File: src/rtl/s6bit_serial_subtractor.sv
`default_nettype none
// +---------------------------------------------------------------------------+
// | Module   : s6bit_serial_subtractor                                        |
// | Purpose  : Bit-serial two's-complement subtractor, diff = a - b, with a   |
// |            signed overflow flag. One full-adder cell plus a carry flop    |
// |            is reused over WIDTH cycles, LSB first (a + ~b + 1).           |
// | Ports    : clk      - rising-edge clock                                   |
// |            rst      - asynchronous active-high reset                       |
// |            start    - request, sampled only in IDLE                        |
// |            a, b     - minuend / subtrahend, captured on accepted start     |
// |            busy     - high while bits are being processed                  |
// |            done     - one-cycle pulse, diff/overflow valid                 |
// |            diff     - result, held until the next op completes             |
// |            overflow - signed overflow of a - b, held like diff             |
// | Config   : S6SUB_SATURATE_EN - when defined, an overflowing result clamps |
// |            to the signed limit instead of wrapping.                       |
// | Revision : 1.0 - initial release                                          |
// +---------------------------------------------------------------------------+
module s6bit_serial_subtractor #(
  parameter int WIDTH = 6
) (
  input  logic             clk,
  input  logic             rst,
  input  logic             start,
  input  logic [WIDTH-1:0] a,
  input  logic [WIDTH-1:0] b,
  output logic             busy,
  output logic             done,
  output logic [WIDTH-1:0] diff,
  output logic             overflow
);

  localparam int CNT_W = (WIDTH > 2) ? $clog2(WIDTH) : 1;
  localparam logic [CNT_W-1:0] C_LAST_BIT = CNT_W'(WIDTH - 1);
  localparam logic [WIDTH-1:0] C_SAT_MAX  = {1'b0, {(WIDTH-1){1'b1}}};
  localparam logic [WIDTH-1:0] C_SAT_MIN  = {1'b1, {(WIDTH-1){1'b0}}};

  typedef enum logic [1:0] {
    S_IDLE  = 2'd0,
    S_SHIFT = 2'd1,
    S_DONE  = 2'd2
  } state_t;

  state_t             state_q, state_d;
  logic [WIDTH-1:0]   a_sr_q, a_sr_d;
  logic [WIDTH-1:0]   b_sr_q, b_sr_d;
  // Holds the WIDTH-1 bits already produced; the bit being computed this
  // cycle is prepended to form the full-width result without an extra shift.
  logic [WIDTH-2:0]   res_q, res_d;
  logic [CNT_W-1:0]   cnt_q, cnt_d;
  logic               carry_q, carry_d;
  logic               busy_q, busy_d;
  logic               done_q, done_d;
  logic [WIDTH-1:0]   diff_q, diff_d;
  logic               ovf_q, ovf_d;

  logic               w_nb;
  logic               w_sum;
  logic               w_cout;
  logic               w_ovf;
  logic [WIDTH-1:0]   w_res_cat;

  always_comb begin
    // Single full-adder cell working on the inverted subtrahend bit.
    w_nb      = ~b_sr_q[0];
    w_sum     = a_sr_q[0] ^ w_nb ^ carry_q;
    w_cout    = (a_sr_q[0] & w_nb) | (a_sr_q[0] & carry_q) | (w_nb & carry_q);
    w_res_cat = {w_sum, res_q};
    // Only meaningful on the MSB cycle: operand signs differ and the result
    // sign disagrees with the minuend sign.
    w_ovf     = (a_sr_q[0] != b_sr_q[0]) && (w_sum != a_sr_q[0]);

    state_d = state_q;
    a_sr_d  = a_sr_q;
    b_sr_d  = b_sr_q;
    res_d   = res_q;
    cnt_d   = cnt_q;
    carry_d = carry_q;
    diff_d  = diff_q;
    ovf_d   = ovf_q;

    case (state_q)
      S_IDLE: begin
        if (start) begin
          a_sr_d  = a;
          b_sr_d  = b;
          res_d   = '0;
          cnt_d   = '0;
          carry_d = 1'b1;  // the +1 of a + ~b + 1
          state_d = S_SHIFT;
        end
      end
      S_SHIFT: begin
        a_sr_d  = a_sr_q >> 1;
        b_sr_d  = b_sr_q >> 1;
        res_d   = w_res_cat[WIDTH-1:1];
        carry_d = w_cout;
        cnt_d   = cnt_q + CNT_W'(1);
        if (cnt_q == C_LAST_BIT) begin
          // Final carry-out is dropped; it is not a borrow indication.
          ovf_d   = w_ovf;
`ifdef S6SUB_SATURATE_EN
          if (w_ovf) begin
            diff_d = a_sr_q[0] ? C_SAT_MIN : C_SAT_MAX;
          end else begin
            diff_d = w_res_cat;
          end
`else
          diff_d  = w_res_cat;
`endif
          state_d = S_DONE;
        end
      end
      S_DONE: begin
        state_d = S_IDLE;
      end
      default: begin
        state_d = S_IDLE;
      end
    endcase

    // Outputs are registered off the next state so they line up with it.
    busy_d = (state_d == S_SHIFT);
    done_d = (state_d == S_DONE);
  end

  always_ff @(posedge clk or posedge rst) begin
    if (rst) begin
      state_q <= S_IDLE;
      a_sr_q  <= '0;
      b_sr_q  <= '0;
      res_q   <= '0;
      cnt_q   <= '0;
      carry_q <= 1'b0;
      busy_q  <= 1'b0;
      done_q  <= 1'b0;
      diff_q  <= '0;
      ovf_q   <= 1'b0;
    end else begin
      state_q <= state_d;
      a_sr_q  <= a_sr_d;
      b_sr_q  <= b_sr_d;
      res_q   <= res_d;
      cnt_q   <= cnt_d;
      carry_q <= carry_d;
      busy_q  <= busy_d;
      done_q  <= done_d;
      diff_q  <= diff_d;
      ovf_q   <= ovf_d;
    end
  end

  assign busy     = busy_q;
  assign done     = done_q;
  assign diff     = diff_q;
  assign overflow = ovf_q;

`ifndef S6SUB_SATURATE_EN
  // Limits are only consumed by the saturating build.
  logic w_unused_sat;
  assign w_unused_sat = ^{C_SAT_MAX, C_SAT_MIN};
`endif

endmodule
`default_nettype wire

File: config.mk
export PLATFORM = sky130hd
export DESIGN_NAME = s6bit_serial_subtractor
export DESIGN_NICKNAME = d
export VERILOG_FILES = /design/src/rtl/s6bit_serial_subtractor.sv
export SDC_FILE = /design/constraint.sdc
export NUM_CORES = 1
export LEC_CHECK = 0
export ABC_AREA = 1
export ABC_CLOCK_PERIOD_IN_PS = 4090
export CAP_MARGIN = 20
export CORE_ASPECT_RATIO = 2
export CORE_MARGIN = 2
export CORE_UTILIZATION = 56
export CTS_CLUSTER_DIAMETER = 30
export CTS_CLUSTER_SIZE = 14
export DETAILED_ROUTE_END_ITERATION = 10
export PLACE_DENSITY = 0.83
export SYNTH_ARGS = -nofsm -noshare
export SYNTH_HDL_FRONTEND = slang
export SYNTH_SLANG_ARGS = --single-unit
File: constraint.sdc
create_clock -name clk -period 4.09 [get_ports clk]
set_input_delay 0.818 -clock clk [delete_from_list [all_inputs] [get_ports clk]]
set_output_delay 0.818 -clock clk [all_outputs]
set_load 0.02 [all_outputs]
[After elaboration in Yosys (flattened, before gate mapping)]
Cells that the tools add are included.
Storage, ports and cells
  flip-flop bits (word level): 32
  input bits: 15
  output and inout bits: 9
  word-level logic and storage cells: 44
Cells by class
  add/sub/neg operators: 1
  eq/ne operators: 7
  muxes and demuxes: 13
  bitwise logic cells: 8
  reduce and logical (&&, ||, !) cells: 5
Operator list (count)
  6-bit case mux with 2 select lines: 2
  6-bit 2-to-1 mux: 2
  5-bit case mux with 2 select lines: 1
  3-bit case mux with 2 select lines: 1
  5-bit 2-to-1 mux: 1
  2-bit by 1-bit == test with 1-bit output (second input constant): 2
  2-bit 2-to-1 mux: 2
  2-bit case mux with 2 select lines: 1
  2-bit AND reduction: 2
  3-bit by 1-bit adder with 3-bit output (second input constant): 1
  1-bit bitwise AND: 3
  3-bit == test (second input constant): 1
  3-bit 2-to-1 mux: 1
  2-bit == test (second input constant): 1
  2-bit logical NOT: 1
  1-bit inequality test: 2
  2-bit inequality test (second input constant): 1
  1-bit bitwise OR: 2
  1-bit case mux with 2 select lines: 1
  2-bit nonzero test: 1
  1-bit XOR: 2
  1-bit logical AND: 1
  1-bit 2-to-1 mux: 1
  1-bit NOT: 1

[Logic depth before layout (Yosys ltp)]
  depth after elaboration: 5
  gate-level depth with buffers: 8
  gate-level depth less buffers: 7

[Worst setup path after synthesis]
Ideal clock, no wire load.
  path kind: in2reg
  start: input start
  end: register busy_q (netlist: busy)
  arrival time: 1.310 ns
  required time: 3.953 ns
  slack: 2.642 ns
  cell stages on the path: 3
  path buffers: 1
  cells stage by stage: o21ai_1 -> buf_2 -> a21oi_1
Between the ends
  cells in the longest elaborated chain, start to end: 3
Ends and longest elaborated chain
  start: declaration: RTL line 24  | input logic start,
  2-bit 2-to-1 mux: RTL line 84  | if (start) begin
  2-bit case mux with 2 select lines: RTL line 82  | case (state_q)
  2-bit by 1-bit == test with 1-bit output: RTL line 123  | busy_d = (state_d == S_SHIFT);
  net busy_d: RTL line 52  | logic busy_q, busy_d;
  end signal: assignment: RTL line 146  | busy_q <= busy_d;
  end: declaration: RTL line 52
The timed path passes the listed nets, and every way through them passes these cells.
A chain may end at the register's enable or synchronous reset.

[Worst setup path after layout]
  start: register diff_q[1] (netlist: diff[1])
  end: output diff[1]
RTL lines
  start: declaration: RTL line 54  | logic [WIDTH-1:0] diff_q, diff_d;
  start signal: assignment: RTL line 148  | diff_q <= diff_d;
  end: declaration: RTL line 29  | output logic [WIDTH-1:0] diff,
No word-level cell between the ends.

==> impl_metrics.csv <==
group,metric,value,unit
clock_tree,cts_tree,"yes",
power_and_ir_drop,power.leakage,0.900,nW
setup_path,cp-start-kind,"flop",
clock_tree,cts_sinks,32,
clock_tree,cts_hold_buffers,0,
placement,dp_slack,1.78,ns
cells_and_area,final_common_cell,"nand2_1",
global_routing,grt_overflow,0,
placement,port_buffers,23,
timing,max_freq,487,MHz
drt,vias,1169,
floorplanning,floorplan.initialDensity,58.1,%
worst_hold_path,hold_end,"b_sr_q[1]",
clock_tree,clockBufferDepth,2,
setup_path,worstSetupPathType,"flop to output pin",
timing,final-setup-viol-count,0,
setup_path,reg2reg_slack,2.07,ns
timing,final_max_slew_viol_count,0,
drt,wl,2860,um
clock_tree,clk_latency,0.28,ns
worst_hold_path,hold_class,"flop to flop",
global_routing,grt_pass1_vias,1184,
flow_run,maxCapViolations,0,
synth,synthesis.area,0.00146,mm2
floorplanning,pin_count,24,
drt,dr.pass1.iters,4,
floorplanning,die_height,76.1,um
timing,fin_crit,2.05,ns
timing,min_period_over_period,50.2,%
timing,hold_viol,0,
setup_path,cp.required,3.27,ns
power_and_ir_drop,powerDensity,776,mW/mm2
power_and_ir_drop,power,0.00138,W
cells_and_area,nets,211,
drt,post_drt_wl_per_cell,12.9,um
cells_and_area,layout_common_cells,"nand2_1, dfrtp_1, inv_1",
setup_path,cp.arrival,1.23,ns
clock_tree,root_buffer,"clkbuf_8",
setup_path,slowest_stage,"clkdlybuf4s50_1",
floorplanning,fp.coreArea,0.00250,mm2
drt,antenna_left,0,
timing,fin_setup_tns,0,ns
setup_path,path_buf_inv,1,
power_and_ir_drop,ir_drop,0.453,mV
setup_path,crit_path_max_incr_delay,0.60,ns
outcome,outcome,"finished, final reports clean",
drt,viasPerCell,5.29,
floorplanning,num_rows,26,
setup_path,cp-end-kind,"output pin",
clock_tree,numCtsBuffers,5,
cells_and_area,final_cell_count_no_fill,221,
setup_path,path_max_fanout,2,
synth,syn_nets,187,
placement,post-place-cells,213,
synth,ys_warn_count,0,
synth,synthCells,168,
drt,drc_errors,0,
setup_path,r2r-start,"state_q[1]",
floorplanning,die_w,40.1,um
placement,gp_congestion,0.742,
cells_and_area,area_growth,22.3,%
cells_and_area,n_antenna_cell,0,
synth,ys_ff_latch,32,
timing,rsz0062_at_grt,"no",
synth,ys_seq_area_share,55.0,%
timing,max_slew_margin,39.9,%
setup_path,path_delay_family,"buffers and inverters",
placement,dp_hpwl,2030,um
global_routing,grt_pass1_wl,4860,um
clock_tree,ctsResizeCount,0,
clock_tree,cts_setup_buffers,0,
setup_path,regToRegEndpoint,"b_sr_q[2]",
clock_tree,htreeDepth,2,
clock_tree,clk_pin_slew,0.07,ns
floorplanning,die-area,0.00305,mm2
global_routing,grt_use_total,23.0,%
setup_path,reg2regPathDepth,5,
timing,worstMarginPinSlew,0.895,ns
global_routing,antenna_found_initial,0,
timing,fin_ws,2.04,ns
synth,ys_types,18,
setup_path,crit_chain,"clkdlybuf4s50_1",
cells_and_area,layout-drive-gt1-share,5.18,%
worst_hold_path,hold_depth,2,
timing,fin_skew,0.00623,ns
synth,syn_area_per_cell,8.67,um2
global_routing,grt_max_degree,33,
worst_hold_path,hp-start,"b_sr_q[1]",
drt,first_iter_violations,23,
-- layer usage --
metal / wire length, um / global-route usage [%] / vias up
met1: 1050 / 26.3 / 554
met2: 1600 / 36.8 / 36
met4: 72 / 11.4 / 0
met3: 130 / 6.12 / 6
met5: 0 / 0 / -
li1: - / - / 573
-- final cells by class --
type                    instances  area (um2)
flip-flops and latches         32         801
fillers                       204         724
multi-input cells             103         519
repair buffers                 24         238
inverters                      26        97.6
clock buffers                   8        90.1
well taps                      28        35.0
-- cell families (layout without fill, tap and decap cells) --
logic type | count (synthesis) | in the layout | synth area share (%)
AND/OR/NAND/NOR | 80 | 80 | 24.7
adder cells (fa/ha/maj) | 4 | 4 | 3.95
buffers and inverters | 33 | 58 | 9.36
flip-flops | 32 | 32 | 55.0
AO/OA/AOI/OAI | 19 | 19 | 7.04
-- worst max path at each step --
stage               startpoint        end  slack (ns)  depth (start not counted)
floorplan                  rst  a_sr_q[0]        2.58                          1
global placement         start  a_sr_q[5]        1.84                          4
detailed placement       start  a_sr_q[5]        1.78                          4
CTS                    diff[1]    diff[1]        2.02                          1
global route        state_q[1]  b_sr_q[3]        1.86                          5
finish                 diff[1]    diff[1]        2.04                          1
-- power breakdown --
| group | internal (W) | switching (W) |
|---|---|---|
| clock network | 0.000137 | 0.000112 |
| registers | 0.000454 | 0.0000881 |
| logic | 0.000243 | 0.000347 |
-- stage by stage --
step / instance area (um2) / hold WS [ns] / util (%)
finish: 1780 / 0.477 / 71.1
global route: 1780 / 0.494 / 71.1
CTS: 1780 / 0.478 / 71.1
detailed placement: 1690 / 0.461 / 67.5
global placement: 1690 / 0.455 / 67.5
floorplan: 1460 / 0.440 / -
-- synthesized netlist by cell type --
cell type | instances | area, um2
a21oi_1 | 3 | 15.0
buf_2 | 4 | 20.0
buf_6 | 1 | 11.3
clkbuf_1 | 2 | 7.51
dfrtp_1 | 32 | 801
fa_1 | 1 | 20.0
ha_1 | 3 | 37.5
inv_1 | 25 | 93.8
inv_2 | 1 | 3.75
nand2_1 | 47 | 176
nand2_2 | 1 | 6.26
nand3_1 | 13 | 65.1
nand3b_1 | 10 | 75.1
nor2_1 | 8 | 30.0
nor2_2 | 1 | 6.26
o21ai_0 | 3 | 15.0
o21ai_1 | 7 | 35.0
o22ai_1 | 6 | 37.5
-- registers in the layout, indices dropped and copies added (netlist names) --
register and count:
a_sr_q 6, done 1, diff 6, res_q 5, busy 1, state_q 2, b_sr_q 6, overflow 1
cnt_q 3, carry_q 1
Power figures use the tool's default switching activity.
